==> config.mk <==
export PLATFORM = sky130hd
export DESIGN_NAME = ws2812_rx_decoder_flat
export DESIGN_NICKNAME = d
export VERILOG_FILES = /design/src/rtl/ws2812_pkg.sv /design/src/rtl/ws2812_rx_decoder_if.sv /design/src/rtl/ws2812_din_sync.sv /design/src/rtl/ws2812_rx_decoder.sv /design/src/flat_wrapper.sv
export SDC_FILE = /design/constraint.sdc
export NUM_CORES = 1
export LEC_CHECK = 0
export ABC_CLOCK_PERIOD_IN_PS = 2800
export CAP_MARGIN = 20
export CORE_MARGIN = 2
export CORE_UTILIZATION = 50
export CTS_BUF_LIST = sky130_fd_sc_hd__clkbuf_4 sky130_fd_sc_hd__clkbuf_8
export CTS_CLUSTER_DIAMETER = 50
export DETAILED_ROUTE_END_ITERATION = 10
export GPL_TIMING_DRIVEN = 0
export PLACE_DENSITY = 0.71
export SETUP_SLACK_MARGIN = 0.3
export SLEW_MARGIN = 5
export SYNTH_ARGS = -nofsm -noshare
export SYNTH_HDL_FRONTEND = slang
export SYNTH_SLANG_ARGS = --single-unit
==> constraint.sdc <==
create_clock -name sys_clk -period 2.8 [get_ports sys_clk]
set_input_delay 0.56 -clock sys_clk [delete_from_list [all_inputs] [get_ports sys_clk]]
set_output_delay 0.56 -clock sys_clk [all_outputs]
set_load 0.05 [all_outputs]
==> src/rtl/ws2812_pkg.sv <==
// ws2812_pkg: shared WS2812 timing constants, receiver FSM encoding and
// GRB byte-slice positions. The transmitter and receiver both use it.
// All cycle counts are derived from CLK_HZ_DEF (50 MHz -> 20 ns/cycle).
package ws2812_pkg;

  localparam int unsigned CLK_HZ_DEF     = 50_000_000;

  // Nominal transmit high times.
  localparam int unsigned T0H_CYC        = CLK_HZ_DEF / 2_500_000;       // 400 ns -> 20
  localparam int unsigned T1H_CYC        = CLK_HZ_DEF / 1_250_000;       // 800 ns -> 40

  // Receive classification thresholds.
  localparam int unsigned T_MIN_HIGH_DEF = CLK_HZ_DEF / 10_000_000;      // 100 ns -> 5
  localparam int unsigned T_THRESH_DEF   = (T0H_CYC + T1H_CYC) / 2;      // 600 ns -> 30
  localparam int unsigned T_MAX_HIGH_DEF = CLK_HZ_DEF / 10_000_000 * 12; // 1.2 us -> 60
  localparam int unsigned T_RESET_DEF    = CLK_HZ_DEF / 20_000;          // 50 us  -> 2500

  localparam int unsigned IDX_W_DEF      = 8;
  localparam int unsigned PIX_BITS       = 24;

  // GRB order on the wire: green first (MSB), blue last.
  localparam int unsigned G_MSB = 23;
  localparam int unsigned G_LSB = 16;
  localparam int unsigned R_MSB = 15;
  localparam int unsigned R_LSB = 8;
  localparam int unsigned B_MSB = 7;
  localparam int unsigned B_LSB = 0;

  typedef enum logic [1:0] {
    S_SYNC = 2'd0,
    S_IDLE = 2'd1,
    S_HIGH = 2'd2,
    S_LOW  = 2'd3
  } rx_state_e;

endpackage

==> src/rtl/ws2812_rx_decoder_if.sv <==
// ws2812_rx_decoder_if: decoded pixel/frame output bundle of the receiver.
//   pix_valid/pix_r/pix_g/pix_b/pix_idx : one-cycle pixel strobe + held data
//   frame_done/frame_pix_cnt            : frame-end strobe + held pixel count
//   bit_err                             : error strobe
//   busy                                : frame in progress
// master = decoder (drives), slave = consumer.
interface ws2812_rx_decoder_if
  import ws2812_pkg::*;
#(
  parameter int unsigned IDX_W = IDX_W_DEF
);
  logic             pix_valid;
  logic [7:0]       pix_r;
  logic [7:0]       pix_g;
  logic [7:0]       pix_b;
  logic [IDX_W-1:0] pix_idx;
  logic             frame_done;
  logic [IDX_W-1:0] frame_pix_cnt;
  logic             bit_err;
  logic             busy;

  modport master (
    output pix_valid, pix_r, pix_g, pix_b, pix_idx,
           frame_done, frame_pix_cnt, bit_err, busy
  );

  modport slave (
    input  pix_valid, pix_r, pix_g, pix_b, pix_idx,
           frame_done, frame_pix_cnt, bit_err, busy
  );
endinterface

==> src/rtl/ws2812_din_sync.sv <==
// ws2812_din_sync: 2-FF synchronizer for the asynchronous data line plus
// single-cycle rise/fall pulses derived from the synchronized level.
//   clk, rst_n : clock, synchronous active-low reset
//   din        : asynchronous input
//   level      : synchronized din (2 cycles latency)
//   rise, fall : one-cycle pulses on level transitions
module ws2812_din_sync (
  input  logic clk,
  input  logic rst_n,
  input  logic din,
  output logic level,
  output logic rise,
  output logic fall
);
  logic meta_q;
  logic sync_q;
  logic prev_q;

  always_ff @(posedge clk) begin
    if (!rst_n) begin
      meta_q <= 1'b0;
      sync_q <= 1'b0;
      prev_q <= 1'b0;
    end else begin
      meta_q <= din;
      sync_q <= meta_q;
      prev_q <= sync_q;
    end
  end

  assign level = sync_q;
  assign rise  = sync_q & ~prev_q;
  assign fall  = ~sync_q & prev_q;
endmodule

==> src/rtl/ws2812_rx_decoder.sv <==
// ws2812_rx_decoder: WS2812 NRZ receiver. Measures high/low widths of the
// synchronized data line, decodes bits MSB first into 24-bit GRB pixels and
// reports frame boundaries at the latch/reset gap.
//   sys_clk, sys_rst_n : clock, synchronous active-low reset
//   din                : asynchronous WS2812 data line
//   pix                : decoded outputs (ws2812_rx_decoder_if.master)
module ws2812_rx_decoder
  import ws2812_pkg::*;
#(
  parameter int unsigned T_MIN_HIGH = T_MIN_HIGH_DEF,
  parameter int unsigned T_THRESH   = T_THRESH_DEF,
  parameter int unsigned T_MAX_HIGH = T_MAX_HIGH_DEF,
  parameter int unsigned T_RESET    = T_RESET_DEF,
  parameter int unsigned IDX_W      = IDX_W_DEF
) (
  input  logic                sys_clk,
  input  logic                sys_rst_n,
  input  logic                din,
  ws2812_rx_decoder_if.master pix
);
  localparam int unsigned CNT_W = $clog2(T_RESET + 1);

  localparam logic [CNT_W-1:0] MIN_HIGH_W  = CNT_W'(T_MIN_HIGH);
  localparam logic [CNT_W-1:0] THRESH_W    = CNT_W'(T_THRESH);
  // "Reaching" a limit is detected one count early so cnt never exceeds it.
  localparam logic [CNT_W-1:0] MAX_HIGH_LST = CNT_W'(T_MAX_HIGH - 1);
  localparam logic [CNT_W-1:0] RESET_LST    = CNT_W'(T_RESET - 1);
  localparam logic [4:0]       LAST_BIT     = 5'(PIX_BITS - 1);

  logic s_level, s_rise, s_fall;

  ws2812_din_sync u_sync (
    .clk   (sys_clk),
    .rst_n (sys_rst_n),
    .din   (din),
    .level (s_level),
    .rise  (s_rise),
    .fall  (s_fall)
  );

  rx_state_e            state, state_d;
  logic [CNT_W-1:0]     cnt, cnt_d;
  logic [4:0]           bit_cnt, bit_cnt_d;
  logic [PIX_BITS-1:0]  sr, sr_d, sr_next;
  logic [IDX_W-1:0]     run_idx, run_idx_d;
  logic [7:0]           pix_r_q, pix_r_d;
  logic [7:0]           pix_g_q, pix_g_d;
  logic [7:0]           pix_b_q, pix_b_d;
  logic [IDX_W-1:0]     pix_idx_q, pix_idx_d;
  logic [IDX_W-1:0]     frame_cnt_q, frame_cnt_d;
  logic                 pix_valid_q, pix_valid_d;
  logic                 frame_done_q, frame_done_d;
  logic                 bit_err_q, bit_err_d;

  always_ff @(posedge sys_clk) begin
    if (!sys_rst_n) begin
      state        <= S_SYNC;
      cnt          <= '0;
      bit_cnt      <= '0;
      sr           <= '0;
      run_idx      <= '0;
      pix_r_q      <= '0;
      pix_g_q      <= '0;
      pix_b_q      <= '0;
      pix_idx_q    <= '0;
      frame_cnt_q  <= '0;
      pix_valid_q  <= 1'b0;
      frame_done_q <= 1'b0;
      bit_err_q    <= 1'b0;
    end else begin
      state        <= state_d;
      cnt          <= cnt_d;
      bit_cnt      <= bit_cnt_d;
      sr           <= sr_d;
      run_idx      <= run_idx_d;
      pix_r_q      <= pix_r_d;
      pix_g_q      <= pix_g_d;
      pix_b_q      <= pix_b_d;
      pix_idx_q    <= pix_idx_d;
      frame_cnt_q  <= frame_cnt_d;
      pix_valid_q  <= pix_valid_d;
      frame_done_q <= frame_done_d;
      bit_err_q    <= bit_err_d;
    end
  end

  always_comb begin
    state_d      = state;
    cnt_d        = cnt;
    bit_cnt_d    = bit_cnt;
    sr_d         = sr;
    sr_next      = {sr[PIX_BITS-2:0], (cnt >= THRESH_W)};
    run_idx_d    = run_idx;
    pix_r_d      = pix_r_q;
    pix_g_d      = pix_g_q;
    pix_b_d      = pix_b_q;
    pix_idx_d    = pix_idx_q;
    frame_cnt_d  = frame_cnt_q;
    pix_valid_d  = 1'b0;
    frame_done_d = 1'b0;
    bit_err_d    = 1'b0;

    case (state)
      S_SYNC: begin
        if (s_level) begin
          cnt_d = '0;
        end else if (cnt == RESET_LST) begin
          cnt_d   = '0;
          state_d = S_IDLE;
        end else begin
          cnt_d = cnt + 1'b1;
        end
      end

      S_IDLE: begin
        if (s_rise) begin
          cnt_d     = CNT_W'(1);
          bit_cnt_d = '0;
          run_idx_d = '0;
          pix_idx_d = '0;
          state_d   = S_HIGH;
        end
      end

      S_HIGH: begin
        // A fall takes priority, so a width of T_MAX_HIGH-1 still decodes.
        if (s_fall) begin
          if (cnt < MIN_HIGH_W) begin
            bit_err_d = 1'b1;
            cnt_d     = '0;
            state_d   = S_SYNC;
          end else begin
            sr_d    = sr_next;
            cnt_d   = CNT_W'(1);
            state_d = S_LOW;
            if (bit_cnt == LAST_BIT) begin
              bit_cnt_d   = '0;
              pix_g_d     = sr_next[G_MSB:G_LSB];
              pix_r_d     = sr_next[R_MSB:R_LSB];
              pix_b_d     = sr_next[B_MSB:B_LSB];
              pix_idx_d   = run_idx;
              run_idx_d   = run_idx + 1'b1;
              pix_valid_d = 1'b1;
            end else begin
              bit_cnt_d = bit_cnt + 1'b1;
            end
          end
        end else if (cnt == MAX_HIGH_LST) begin
          bit_err_d = 1'b1;
          cnt_d     = '0;
          state_d   = S_SYNC;
        end else begin
          cnt_d = cnt + 1'b1;
        end
      end

      S_LOW: begin
        if (s_rise) begin
          cnt_d   = CNT_W'(1);
          state_d = S_HIGH;
        end else if (cnt == RESET_LST) begin
          frame_done_d = 1'b1;
          frame_cnt_d  = run_idx;
          bit_err_d    = (bit_cnt != '0);
          bit_cnt_d    = '0;
          cnt_d        = '0;
          state_d      = S_IDLE;
        end else begin
          cnt_d = cnt + 1'b1;
        end
      end

      default: begin
        cnt_d   = '0;
        state_d = S_SYNC;
      end
    endcase
  end

  assign pix.pix_valid     = pix_valid_q;
  assign pix.pix_r         = pix_r_q;
  assign pix.pix_g         = pix_g_q;
  assign pix.pix_b         = pix_b_q;
  assign pix.pix_idx       = pix_idx_q;
  assign pix.frame_done    = frame_done_q;
  assign pix.frame_pix_cnt = frame_cnt_q;
  assign pix.bit_err       = bit_err_q;
  assign pix.busy          = (state == S_HIGH) || (state == S_LOW);
endmodule

==> src/flat_wrapper.sv <==
// flat-port wrapper written by rule: the top's interface ports become plain ports
module ws2812_rx_decoder_flat import ws2812_pkg::*;
#(
  parameter int unsigned T_MIN_HIGH = T_MIN_HIGH_DEF,
  parameter int unsigned T_THRESH   = T_THRESH_DEF,
  parameter int unsigned T_MAX_HIGH = T_MAX_HIGH_DEF,
  parameter int unsigned T_RESET    = T_RESET_DEF,
  parameter int unsigned IDX_W      = IDX_W_DEF
)
  (sys_clk, sys_rst_n, din, pix_pix_valid, pix_pix_r, pix_pix_g, pix_pix_b, pix_pix_idx, pix_frame_done, pix_frame_pix_cnt, pix_bit_err, pix_busy);
  ws2812_rx_decoder_if #(.IDX_W(IDX_W)) pix_i ();
  input  logic sys_clk;
  input  logic sys_rst_n;
  input  logic din;
  output wire logic [$bits(pix_i.pix_valid)-1:0] pix_pix_valid;
  output wire logic [$bits(pix_i.pix_r)-1:0] pix_pix_r;
  output wire logic [$bits(pix_i.pix_g)-1:0] pix_pix_g;
  output wire logic [$bits(pix_i.pix_b)-1:0] pix_pix_b;
  output wire logic [$bits(pix_i.pix_idx)-1:0] pix_pix_idx;
  output wire logic [$bits(pix_i.frame_done)-1:0] pix_frame_done;
  output wire logic [$bits(pix_i.frame_pix_cnt)-1:0] pix_frame_pix_cnt;
  output wire logic [$bits(pix_i.bit_err)-1:0] pix_bit_err;
  output wire logic [$bits(pix_i.busy)-1:0] pix_busy;
  assign pix_pix_valid = pix_i.pix_valid;
  assign pix_pix_r = pix_i.pix_r;
  assign pix_pix_g = pix_i.pix_g;
  assign pix_pix_b = pix_i.pix_b;
  assign pix_pix_idx = pix_i.pix_idx;
  assign pix_frame_done = pix_i.frame_done;
  assign pix_frame_pix_cnt = pix_i.frame_pix_cnt;
  assign pix_bit_err = pix_i.bit_err;
  assign pix_busy = pix_i.busy;
  ws2812_rx_decoder #(.T_MIN_HIGH(T_MIN_HIGH), .T_THRESH(T_THRESH), .T_MAX_HIGH(T_MAX_HIGH), .T_RESET(T_RESET), .IDX_W(IDX_W)) u_core (.sys_clk(sys_clk), .sys_rst_n(sys_rst_n), .din(din), .pix(pix_i));
endmodule
======== Word level (Yosys, flattened, before mapping) ========
Index checks and enable logic that the tools add are counted.
operators by class
  divide/modulo/power cells ............... 0
  bitwise operators ....................... 10
  magnitude comparators ................... 2
  reductions and logical operators ........ 13
  equality and inequality tests ........... 14
  $mul .................................... 0
  mux-type cells .......................... 40
  $add $sub $neg .......................... 3
  shift operators ......................... 0
operator list
  cell                   number
  $mux 12                6
  $mux 8                 7
  $pmux 12 s4            1
  $pmux 8 s2             2
  $mux 5                 6
  $pmux 5 s3             1
  $mux 2                 7
  $add 12x1->12 const B  1
  $eq 12x12->1 const B   1
  $eq 12x6->1 const B    1
  $ge 12x5->1 const B    1
  $lt 12x3->1 const B    1
  $reduce_and 3->1       3
  $add 8x1->8 const B    1
  $mux 1                 8
  $ne 2x1->1 const B     4
  $not 1->1              8
  $pmux 2 s4             1
  $ne 2x2->1 const B     3
  $reduce_and 6->1       1
  $add 5x1->5 const B    1
  $eq 5x5->1 const B     1
  $reduce_and 5->1       1
  $reduce_bool 5->1      1
  other kinds (12)       14
storage, ports and cells
  logic and storage cells ................. 98
  memory bits (writable) .................. 0
  bits in read-only memories .............. 0
  input bits .............................. 3
  memories ................................ 0
  flip-flop bits (word level) ............. 96
  bits in latches ......................... 0

======== Logic depth before layout (Yosys ltp) ========
  depth in word-level cells ............... 5
  depth in mapped cells ................... 9

======== By module ========
A second synthesis with hierarchy kept.
unflattened totals
  cell total of the unflattened synthesis .. 437
  area total of the unflattened synthesis .. 4,047.6 um^2
modules (own cells, without submodules)
  module             times used  cells each  area each (um^2)
  ws2812_rx_decoder  1           429         3,956.3
  ws2812_din_sync    1           8           91.3

======== Least setup slack after synthesis ========
OpenSTA, ideal clock, no wires.
  path kind ............................... flip-flop to flip-flop
  start ................................... register u_core.cnt[0]
  end ..................................... register u_core.bit_cnt[3]
  path slack .............................. 0.859 ns
  period minus slack after synthesis ...... 1.941 ns
  stages on the path, launching flop included .. 9
  data arrival time ....................... 1.884 ns
  setup time .............................. 0.057 ns
  path through ............................ dfxtp_1 > inv_1 > ha_1 > nand2b_1 > and4_1 > clkbuf_1 > or4_1 > a21oi_1 > a21o_1
between the ends
  cells in the longest elaborated chain, start to end .. 3
RTL lines
  what                                                              RTL line                                            source
  start, declared                                                   ws2812_rx_decoder.sv:42                             logic [CNT_W-1:0] cnt, cnt_d;
  start signal, assigned                                            ws2812_rx_decoder.sv:72                             cnt <= cnt_d;
  $lt 12x3->1 / $eq 12x12->1 (equally long branches)                ws2812_rx_decoder.sv:128, ws2812_rx_decoder.sv:161
  $ne 2x2->1 (no source line) / $ne 2x1->1 (equally long branches)  n/a
  $reduce_and 6->1 (no source line) *                               n/a
  end signal, assigned                                              ws2812_rx_decoder.sv:73                             bit_cnt <= bit_cnt_d;
  end, declared                                                     ws2812_rx_decoder.sv:43                             logic [4:0] bit_cnt, bit_cnt_d;
Mark *: on every way between the ends. The rest lies on a longest branch, timed or not.
A chain may end at the register's enable or synchronous reset.

======== Worst setup path in the final report ========
  start ................................... register u_core.state[1]
  end ..................................... output pix_busy
between the ends
  cells in the longest elaborated chain, start to end .. 2
RTL lines
  what                    RTL line                  source
  start, declared         ws2812_rx_decoder.sv:41   rx_state_e state, state_d;
  start signal, assigned  ws2812_rx_decoder.sv:71   state <= state_d;
  $eq 2x2->1              ws2812_rx_decoder.sv:188  assign pix.busy = (state == S_HIGH) || (state == S_LOW);
  $logic_or 1x1->1 *      ws2812_rx_decoder.sv:188
  end, declared           flat_wrapper.sv:23        output wire logic [$bits(pix_i.busy)-1:0] pix_busy;
Marked as above.

==> metrics.yaml <==
yosys:
  yosys.area.top_type: "sky130_fd_sc_hd__dfxtp_1"
  leading_post_synthesis_cells_by_cell_area: "sky130_fd_sc_hd__dfxtp_1, sky130_fd_sc_hd__nand2_1, sky130_fd_sc_hd__a21boi_0"
  synth_instances: 485
  synth_seq_cells: 96
  synth_flop_cell: "sky130_fd_sc_hd__dfxtp_1"
  ys_seq_area_share_pct: 47.0
  postSynthAreaPerCell_um2: 8.43
  synth-edff-count: 0
  netlist-cell-type-count: 56
  synth_warnings: 0
  synth.net_count: 494
  synth-async-reset-ratio_pct: 0
  synth_top_cell_area_share_pct: 47.0
  post_synth_instance_area_um2: 4090
power_and_ir_drop:
  power.net_switching_w: 0.000543
  pwr_density_cell_nw_per_um2: 469
  finalPower_w: 0.00228
  share_comb_of_total_power_pct: 2.7
  sequentialPowerShare_pct: 60.2
  leakagePower_nw: 1.62
  internal_power_w: 0.00174
  vdd_ir_drop_max_v: 0.000285
  switching_share_of_power_pct: 23.8
  power.share.clock_pct: 37.1
sta:
  relSlewSlack_pct: 51.2
  fmax_mhz: 427
  timing.final.hold_violations: 0
  finalSetupViolCount: 0
  clock_skew_ps: 11.3
  slew_violations: 0
  grt_setup_unrepaired: "true"
  period_needed_ps: 2340
  timing.final.ws_setup_ps: 459
  min_period_over_period_pct: 83.6
  setup_total_negative_slack_ps: 0
  tightest_slew_ps: 728
clock_network:
  tritoncts.num_buffers: 9
  htree_num_levels: 3
  cts.repair_timing.setup_buffer_count: 0
  clockBufferDepth: 2
  number_of_clock_sinks: 96
  post_cts.resized_instances: 0
  cts.root.buffer_cell: "sky130_fd_sc_hd__clkbuf_8"
  ctsHoldBuffers: 0
  tritoncts_clock_tree: "done"
  insertion_delay_ps: 360
  cts.clk_slew.worst_paths_ps: 90
worst_setup_path:
  worst-endpoint-arrival_ps: 1780
  critical_path.endpoint_type: "output pin"
  required_ps: 2240
  critical_path_class: "reg -> out"
  timing.critical_path.fanout_max: 10
  crit_path_start_kind: "register"
floorplan:
  rows: 32
  io_pins: 47
  die_h_um: 94.4
  core_um2: 7810
  floorplan.die_area_um2: 8910
  die_span_in_x_um: 94.4
  initial_core_util_pct: 52.4
routing:
  routed_wire_length_um: 8590
  wl_met3_um: 357
  highest-signal-layer: "met4"
  route.detailed.drc: 0
  wl_met1_um: 4060
  first_pass_iters: 4
  drt-wirelength-per-cell_um: 13.2
  wl_met2_um: 4060
  antenna_violating_nets_post_route: 0
  routed_via_density: 5.23
  1st_iter_drt_viols: 107
  routed-via-count: 3395
global_routing:
  track_usage_pct: 20.5
  grt_first_pass_wirelength_um: 14300
  number_of_global_route_vias_before_repair: 3104
  grt_start_max_net_pins: 18
  overflow: 0
  antenna_found_initial: 0
layout:
  flow.area_growth_from_synthesis_pct: 18.9
  mostFrequentLayoutCells: "sky130_fd_sc_hd__nand2_1, sky130_fd_sc_hd__dfxtp_1, sky130_fd_sc_hd__a21boi_0, sky130_fd_sc_hd__clkdlybuf4s50_1, sky130_fd_sc_hd__nor2_1"
  num-nets-final: 551
  stdcell_count: 649
  antenna_cells: 0
  mostFrequentLayoutCell: "sky130_fd_sc_hd__nand2_1"
  num-fill-cells: 728
  post_route_cells_drive_above_1_share_pct: 7.31
placed_design:
  dp_hpwl_um: 6320
  dpl.cell_count: 633
  preCtsSetupSlack_ps: 404
  portBuffers: 46
  place_congestion: 0.895
job:
  drv.max_cap_violation_count: 0
outcome:
  outcome: "completed"
worst_hold_path:
  holdCritPathClass: "reg -> reg"
==> layer usage <==
metal	vias to the layer above	GRT usage (%)
met4	0	8.45
met3	11	3.35
met2	71	33.1
met1	1565	27.4
li1	1748	-
met5	-	0
==> cell families (layout without fill, tap and decap cells) <==
kind of cell / after synthesis / after routing / share of synthesized area, %
AOI/OAI and AO/OA: 98 / 98 / 17.7
xor gates and xnor gates: 12 / 12 / 2.57
adders and majority gates: 6 / 6 / 1.84
buffers and inverters: 38 / 100 / 4.07
DFF: 96 / 96 / 47.0
muxes: 2 / 2 / 0.490
and+or+nand+nor: 233 / 233 / 26.3
==> per-stage QoR <==
step / hold WS (ps) / util [%] / cell area, um2
floorplan: 412 / - / 4090
global placement: 420 / 59.9 / 4680
detailed placement: 434 / 59.9 / 4680
CTS: 453 / 62.2 / 4860
global route: 467 / 62.3 / 4860
finish: 447 / 62.3 / 4860
==> state kept, by name, summed over array words and instances, names as in the netlist, 5 cells and up <==
register,flops
u_core.pix.pix_g,8
u_core.pix.pix_r,8
u_core.pix.frame_pix_cnt,8
u_core.pix.pix_b,8
u_core.cnt,12
u_core.bit_cnt,5
u_core.sr,23
u_core.pix.pix_idx,8
u_core.run_idx,8
==> power by group through the flow <==
| stage | registers (W) | logic [W] | clock network [W] |
|---|---|---|---|
| 3_5_place_dp | 0.00141 | 0.0000613 | 0 |
| 6_report | 0.00137 | 0.0000609 | 0.000846 |
| 2_1_floorplan | 0.00140 | 0.0000439 | 0 |
| 3_3_place_gp | 0.00141 | 0.0000606 | 0 |
| 4_1_cts | 0.00137 | 0.0000615 | 0.000867 |
| 5_1_grt | 0.00138 | 0.0000677 | 0.000918 |
==> cells in the mapped netlist (all sizes together) (4+ instances only) <==
master and instances:
clkbuf 16, nand4 5, a21boi 54, dfxtp 96, o21ai 7, xnor2 10, nor3 7, ha 6
nor4 6, o31ai 5, and2 6, buf 11, a21oi 15, or4 4, and3 5, nand2b 4
nor4b 4, nor2 24, inv 11, nand3 7, nand2 148
==> worst paths after layout <==
kind / startpoint / cells after the start / endpoint / slack, ps
setup / recovery: u_core.state[1] / 3 / pix_busy / 460
hold / removal: u_core.u_sync.meta_q / 1 / u_core.u_sync.level / 450
setup reg to reg: u_core.cnt[3] / 7 / u_core.bit_cnt[0] / 510
hold reg to reg: u_core.u_sync.meta_q / 1 / u_core.u_sync.level / 450
==> area by class of cell <==
| cell class | count | area, um2 | area share [%] |
|---|---|---|---|
| Buffer | 27 | 128 | 2.63 |
| Clock buffer | 10 | 131 | 2.70 |
| Clock inverter | 6 | 51.3 | 1.06 |
| Inverter | 11 | 41.3 | 0.849 |
| Multi-Input combinational cell | 351 | 2000 | 41.1 |
| Sequential cell | 96 | 1920 | 39.5 |
| Tap cell | 102 | 128 | 2.63 |
| Timing Repair Buffer | 46 | 460 | 9.47 |
==> worst max-delay path: stages (launching register included) <==
cell,delay [ps]
sky130_fd_sc_hd__dfxtp_1,320
sky130_fd_sc_hd__buf_2,200
sky130_fd_sc_hd__clkbuf_1,110
sky130_fd_sc_hd__clkdlybuf4s50_1,790
Power figures use the tool's default switching activity.
